<file path="config.mk">
export PLATFORM = sky130hd
export DESIGN_NAME = stage_write
export DESIGN_NICKNAME = d
export VERILOG_FILES = /design/src/rtl/stage_write.sv
export SDC_FILE = /design/constraint.sdc
export NUM_CORES = 2
export LEC_CHECK = 0
export BUFFER_PORTS_ARGS = -buffer_cell sky130_fd_sc_hd__buf_2
export CAP_MARGIN = 15
export CORE_ASPECT_RATIO = 1.25
export CORE_MARGIN = 4
export CORE_UTILIZATION = 65
export CTS_BUF_LIST = sky130_fd_sc_hd__clkbuf_16
export CTS_CLUSTER_SIZE = 30
export DETAILED_ROUTE_END_ITERATION = 8
export PLACE_DENSITY = 0.84
export REMOVE_ABC_BUFFERS = 1
export SLEW_MARGIN = 20
export SYNTH_ARGS = -nofsm -noshare
export SYNTH_HDL_FRONTEND = slang
export SYNTH_SLANG_ARGS = --single-unit
</file>
<file path="constraint.sdc">
create_clock -name clk -period 8.8 [get_ports clk]
set_input_delay 0.44 -clock clk [delete_from_list [all_inputs] [get_ports clk]]
set_output_delay 0.44 -clock clk [all_outputs]
set_load 0.05 [all_outputs]
</file>
<file path="src/rtl/stage_write.sv">
// Writeback stage: retires into the 32x32 register file, raises the CSR trap
// handshake for excepting instructions, redirects fetch and counts retirements.
package stage_write_pkg;
  typedef enum logic [3:0] {
    EC_IALIGN  = 4'd0,
    EC_IFAULT  = 4'd1,
    EC_ILLEGAL = 4'd2,
    EC_BREAK   = 4'd3,
    EC_LALIGN  = 4'd4,
    EC_LFAULT  = 4'd5,
    EC_SALIGN  = 4'd6,
    EC_SFAULT  = 4'd7,
    EC_ECALL_M = 4'd11
  } ecause_t;
endpackage

module stage_write
  import stage_write_pkg::*;
(
  input  logic        clk,
  input  logic        reset_n,
  input  logic        wb_valid,
  input  logic        wb_exc,
  input  ecause_t     wb_exc_cause,
  input  logic [31:2] wb_pc,
  input  logic [4:0]  wb_reg_r,
  input  logic [31:0] wb_data,
  output logic        wb_stall,
  input  logic [4:0]  rs1_addr,
  input  logic [4:0]  rs2_addr,
  output logic [31:0] rs1_data,
  output logic [31:0] rs2_data,
  output logic        trap_valid,
  output logic [31:2] trap_pc,
  output ecause_t     trap_cause,
  input  logic        trap_ack,
  input  logic [31:2] trap_vector,
  output logic        flush,
  output logic        redirect,
  output logic [31:2] redirect_pc,
  output logic [63:0] instret
);

  typedef enum logic [1:0] {
    RUN      = 2'd0,
    TRAP_REQ = 2'd1,
    REDIRECT = 2'd2
  } state_t;

  state_t      r_state;
  state_t      w_next_state;
  logic [31:0] r_regs [32];
  logic [63:0] r_instret;
  logic [31:2] r_trap_pc;
  ecause_t     r_trap_cause;
  logic [31:2] r_redirect_pc;

  logic w_run;
  logic w_retire;
  logic w_reg_write;
  logic w_take_trap;
  logic w_ack;

  assign w_run       = (r_state == RUN);
  assign w_retire    = w_run && wb_valid && !wb_exc;
  assign w_reg_write = w_retire && (wb_reg_r != 5'd0);
  assign w_take_trap = w_run && wb_valid && wb_exc;
  assign w_ack       = (r_state == TRAP_REQ) && trap_ack;

  always_ff @(posedge clk) begin
    if (!reset_n) begin
      r_state <= RUN;
    end else begin
      r_state <= w_next_state;
    end
  end

  always_comb begin
    w_next_state = r_state;
    case (r_state)
      RUN:      if (w_take_trap) w_next_state = TRAP_REQ;
      TRAP_REQ: if (trap_ack) w_next_state = REDIRECT;
      REDIRECT: w_next_state = RUN;
      default:  w_next_state = RUN;
    endcase
  end

  // Entry 0 is reset and never written, so it stays a constant zero.
  always_ff @(posedge clk) begin
    if (!reset_n) begin
      for (int i = 0; i < 32; i++) begin
        r_regs[i] <= '0;
      end
    end else if (w_reg_write) begin
      r_regs[wb_reg_r] <= wb_data;
    end
  end

  always_ff @(posedge clk) begin
    if (!reset_n) begin
      r_instret <= '0;
    end else if (w_retire) begin
      r_instret <= r_instret + 64'd1;
    end
  end

  always_ff @(posedge clk) begin
    if (!reset_n) begin
      r_trap_pc     <= '0;
      r_trap_cause  <= EC_IALIGN;
      r_redirect_pc <= '0;
    end else begin
      if (w_take_trap) begin
        r_trap_pc    <= wb_pc;
        r_trap_cause <= wb_exc_cause;
      end
      if (w_ack) begin
        r_redirect_pc <= trap_vector;
      end
    end
  end

  // Reads bypass the write happening this cycle so decode sees it immediately.
  always_comb begin
    rs1_data = '0;
    if (rs1_addr != 5'd0) begin
      rs1_data = (w_reg_write && (wb_reg_r == rs1_addr)) ? wb_data : r_regs[rs1_addr];
    end
  end

  always_comb begin
    rs2_data = '0;
    if (rs2_addr != 5'd0) begin
      rs2_data = (w_reg_write && (wb_reg_r == rs2_addr)) ? wb_data : r_regs[rs2_addr];
    end
  end

  assign trap_valid  = (r_state == TRAP_REQ);
  assign flush       = (r_state == REDIRECT);
  assign redirect    = (r_state == REDIRECT);
  assign wb_stall    = !w_run;
  assign trap_pc     = r_trap_pc;
  assign trap_cause  = r_trap_cause;
  assign redirect_pc = r_redirect_pc;
  assign instret     = r_instret;

endmodule

</file>
==> impl_metrics.tcl <==
set metrics [dict create \
    hpwl_um 111000 \
    crit_path_start "r_state[1]" \
    ys_async_sr_fraction_pct 0 \
    reg2reg_depth 5 \
    whs_ns 0.0363 \
    p_clk_share_pct 37.0 \
    drt_wl_total_um 199000 \
    clkSinkCount 1154 \
    drc 0 \
    place_inst 5534 \
    ys_ff_latch 1154 \
    timing_worst_slew_pin_value_ns 1.25 \
    synth_area_leaders "edfxtp_1, mux4_2, and2_1" \
    cts_resized 0 \
    yosys.area.top_type "edfxtp_1" \
    clk_latency_ns 0.70 \
    grt_max_degree 99 \
    ys_seq_area_share_pct 54.6 \
    rsz0062_at_grt "false" \
    synth_warnings 0 \
    cts_buffers 111 \
    yosysTopAreaCellShare_pct 50.4 \
    p_seq_share_pct 49.8 \
    clk_pin_slew_ns 0.07 \
    power_density_nw_per_um2 186 \
    cp.required_ns 8.36 \
    htreeDepth 3 \
    cts.path.max_buffers 3 \
    ir_drop_uv 161 \
    setup_violations 0 \
    drt-wirelength-per-cell_um 34.2 \
    via_per_inst 7.47 \
    crit_end "rs1_data[15]" \
    p_leak_nw 25.0 \
    yosysMostFrequentCell "edfxtp_1" \
    cts_tree "built" \
    fin_cells 5818 \
    initial_core_util_pct 65.6 \
    start_kind "flop" \
    yosys-top-cells-count "edfxtp_1, and2_1, mux4_2" \
    avgSynthCellArea_sq_um 14.1 \
    netlist_area_sq_um 61100 \
    fin_crit_sh_pct 54.7 \
    min_path_type "input port to flop" \
    vias 43500 \
    synth_cells 4317 \
    switching_share_pct 26.3 \
    fp.dieH_um 351 \
    drtPass1Iterations 8 \
    nNetsFinal 4619 \
    numPortBuffers 311 \
    final_area_sq_um 67800 \
    crit_type "flop to primary output" \
    antenna_found_initial 18 \
    power.net_switching_mw 3.31 \
    cts-root-buf "clkbuf_16" \
    drv_slew 0 \
    p_int_mw 9.29 \
    fin_skew_ns 0.0212 \
    critical_path.endpoint_type "primary output" \
    die_area_sq_um 98900 \
    r2r-start "r_state[1]" \
    slew_headroom_pct 16.4 \
    ioPinCount 312 \
    final_hold_viol_count 0 \
    drtIter0Drc 6957 \
    drtAntennaViolNets 0 \
    critical_path.max_fanout 14 \
    status "finished clean" \
    synth_edf_count 1024 \
    finalCriticalPeriod_ns 4.82 \
    fillCellCount 5410 \
    place_area_sq_um 63700 \
    num_rows 125 \
    grt_first_pass_wirelength_um 288000 \
    maxCapViolCount 0 \
    rrSetupSlack_ns 4.79 \
    reg2reg_to "r_regs[1][7]" \
    overflow 0 \
    coreArea_sq_um 93100 \
    fin_util_pct 72.9 \
    timing.fmax_ghz 0.208 \
    drive_gt1_share_pct 25.6 \
    gp_congestion 0.923 \
    die_w_um 282 \
    area_delta_synth_final_pct 11.1 \
    tns_ns 0 \
    grt_pass1_vias 43800 \
    worstPathArrival_ns 4.38 \
    synth_cell_types 72 \
    grt_usage_pct 40.4 \
    combPwrFrac_pct 13.2 \
    synth_flop_cell "edfxtp_1" \
    hold_depth 3 \
]
-- power groups by stage --
stage	registers [mW]	clock network [mW]	logic, mW
CTS	6.27	4.63	1.61
global route	6.29	4.86	1.70
global placement	6.36	0	1.55
detailed placement	6.38	0	1.58
floorplan	6.39	0	0.852
finish	6.28	4.66	1.67
-- stage by stage --
step,worst slack [ns],power (mW)
4_1_cts,4.11,12.5
3_5_place_dp,4.39,7.96
2_1_floorplan,4.23,7.24
3_3_place_gp,4.20,7.91
6_report,3.98,12.6
5_1_grt,3.91,12.9
-- registers in the layout, indices dropped and copies added (netlist names) --
signal,flops
redirect_pc,30
trap_cause,4
instret,64
r_regs,1024
r_state,2
trap_pc,30
-- routing by layer --
layer	global-route usage (%)	part of all wire (%)	wire, um	up-vias
met4	26.4	8.1	16200	16
li1	-	-	-	16800
met2	62.0	46	90900	4339
met3	13.8	16	31800	1140
met1	49.1	30	60100	21200
met5	0	0.050	99	-
-- worst max-delay path, cell delays in order, from the launching register on --
cell,delay (ns)
dfxtp_1,0.36
nor4b_4,0.90
o31ai_4,0.36
o31ai_4,1.01
o22ai_1,0.52
nor2_1,0.21
buf_2,0.28
-- cell type report --
class / instances / area (sq um) / area share, %
clock buffer: 119 / 2980 / 4.39
sequential: 1154 / 33400 / 49.2
tap: 1206 / 1510 / 2.22
multi-input combinational: 2738 / 26200 / 38.7
inverter: 17 / 68.8 / 0.101
timing repair buffer: 480 / 3160 / 4.66
clock inverter: 87 / 499 / 0.736
antenna: 17 / 42.5 / 0.0627
-- logic make-up after synthesis --
| kind of cell | after synthesis | share of synthesized area, % |
|---|---|---|
| AO/OA/AOI/OAI | 434 | 4.59 |
| XOR/XNOR | 27 | 0.387 |
| adder cells (fa/ha/maj) | 1 | 0.0205 |
| buffers and inverters | 456 | 3.57 |
| flip-flops | 1154 | 54.6 |
| multiplexers | 759 | 22.7 |
| other | 1 | 0.00614 |
| AND/OR/NAND/NOR | 1485 | 14.1 |
-- worst min path at each step --
stage / slack [ns] / to / start
after detailed placement: 0.44 / redirect_pc[6] / redirect_pc[6]
final: 0.04 / r_state[0] / trap_ack
after global routing: 0.04 / trap_pc[31] / wb_pc[31]
after global placement: 0.44 / redirect_pc[8] / redirect_pc[8]
after CTS: 0.005 / r_state[0] / trap_ack
after floorplan: 0.58 / redirect_pc[10] / trap_vector[10]
-- layout by cell type (no fill, tap or decap), types with 14 or more instances in the layout --
cell type         n
a211oi_1         14
a21oi_1         124
a221o_1          26
a221oi_1         41
and2_1          965
and3_1           37
buf_2           302
buf_4           103
clkbuf_16       119
clkinv_1         24
clkinv_2         23
conb_1           32
dfxtp_1         130
diode_2          17
dlygate4sd3_1    60
edfxtp_1       1024
inv_1            37
mux2i_1         255
mux4_2          498
nand2_1         177
nand2b_1         19
nand3_1          36
nand4_1          21
nor2_1           86
nor2_4           21
nor2b_1          14
o21ai_0          70
o21ai_4          29
o22ai_1          41
or3_1            24
xnor2_1          14
-- what timing repair did --
| action | in CTS | in global routing |
|---|---|---|
| hold buffers | 60 | 0 |
| setup endpoints to repair | 0 | 0 |
| setup buffers | 0 | 0 |
| hold endpoints to repair | 60 | 0 |
Note: power is estimated with default switching activity, not from simulation.
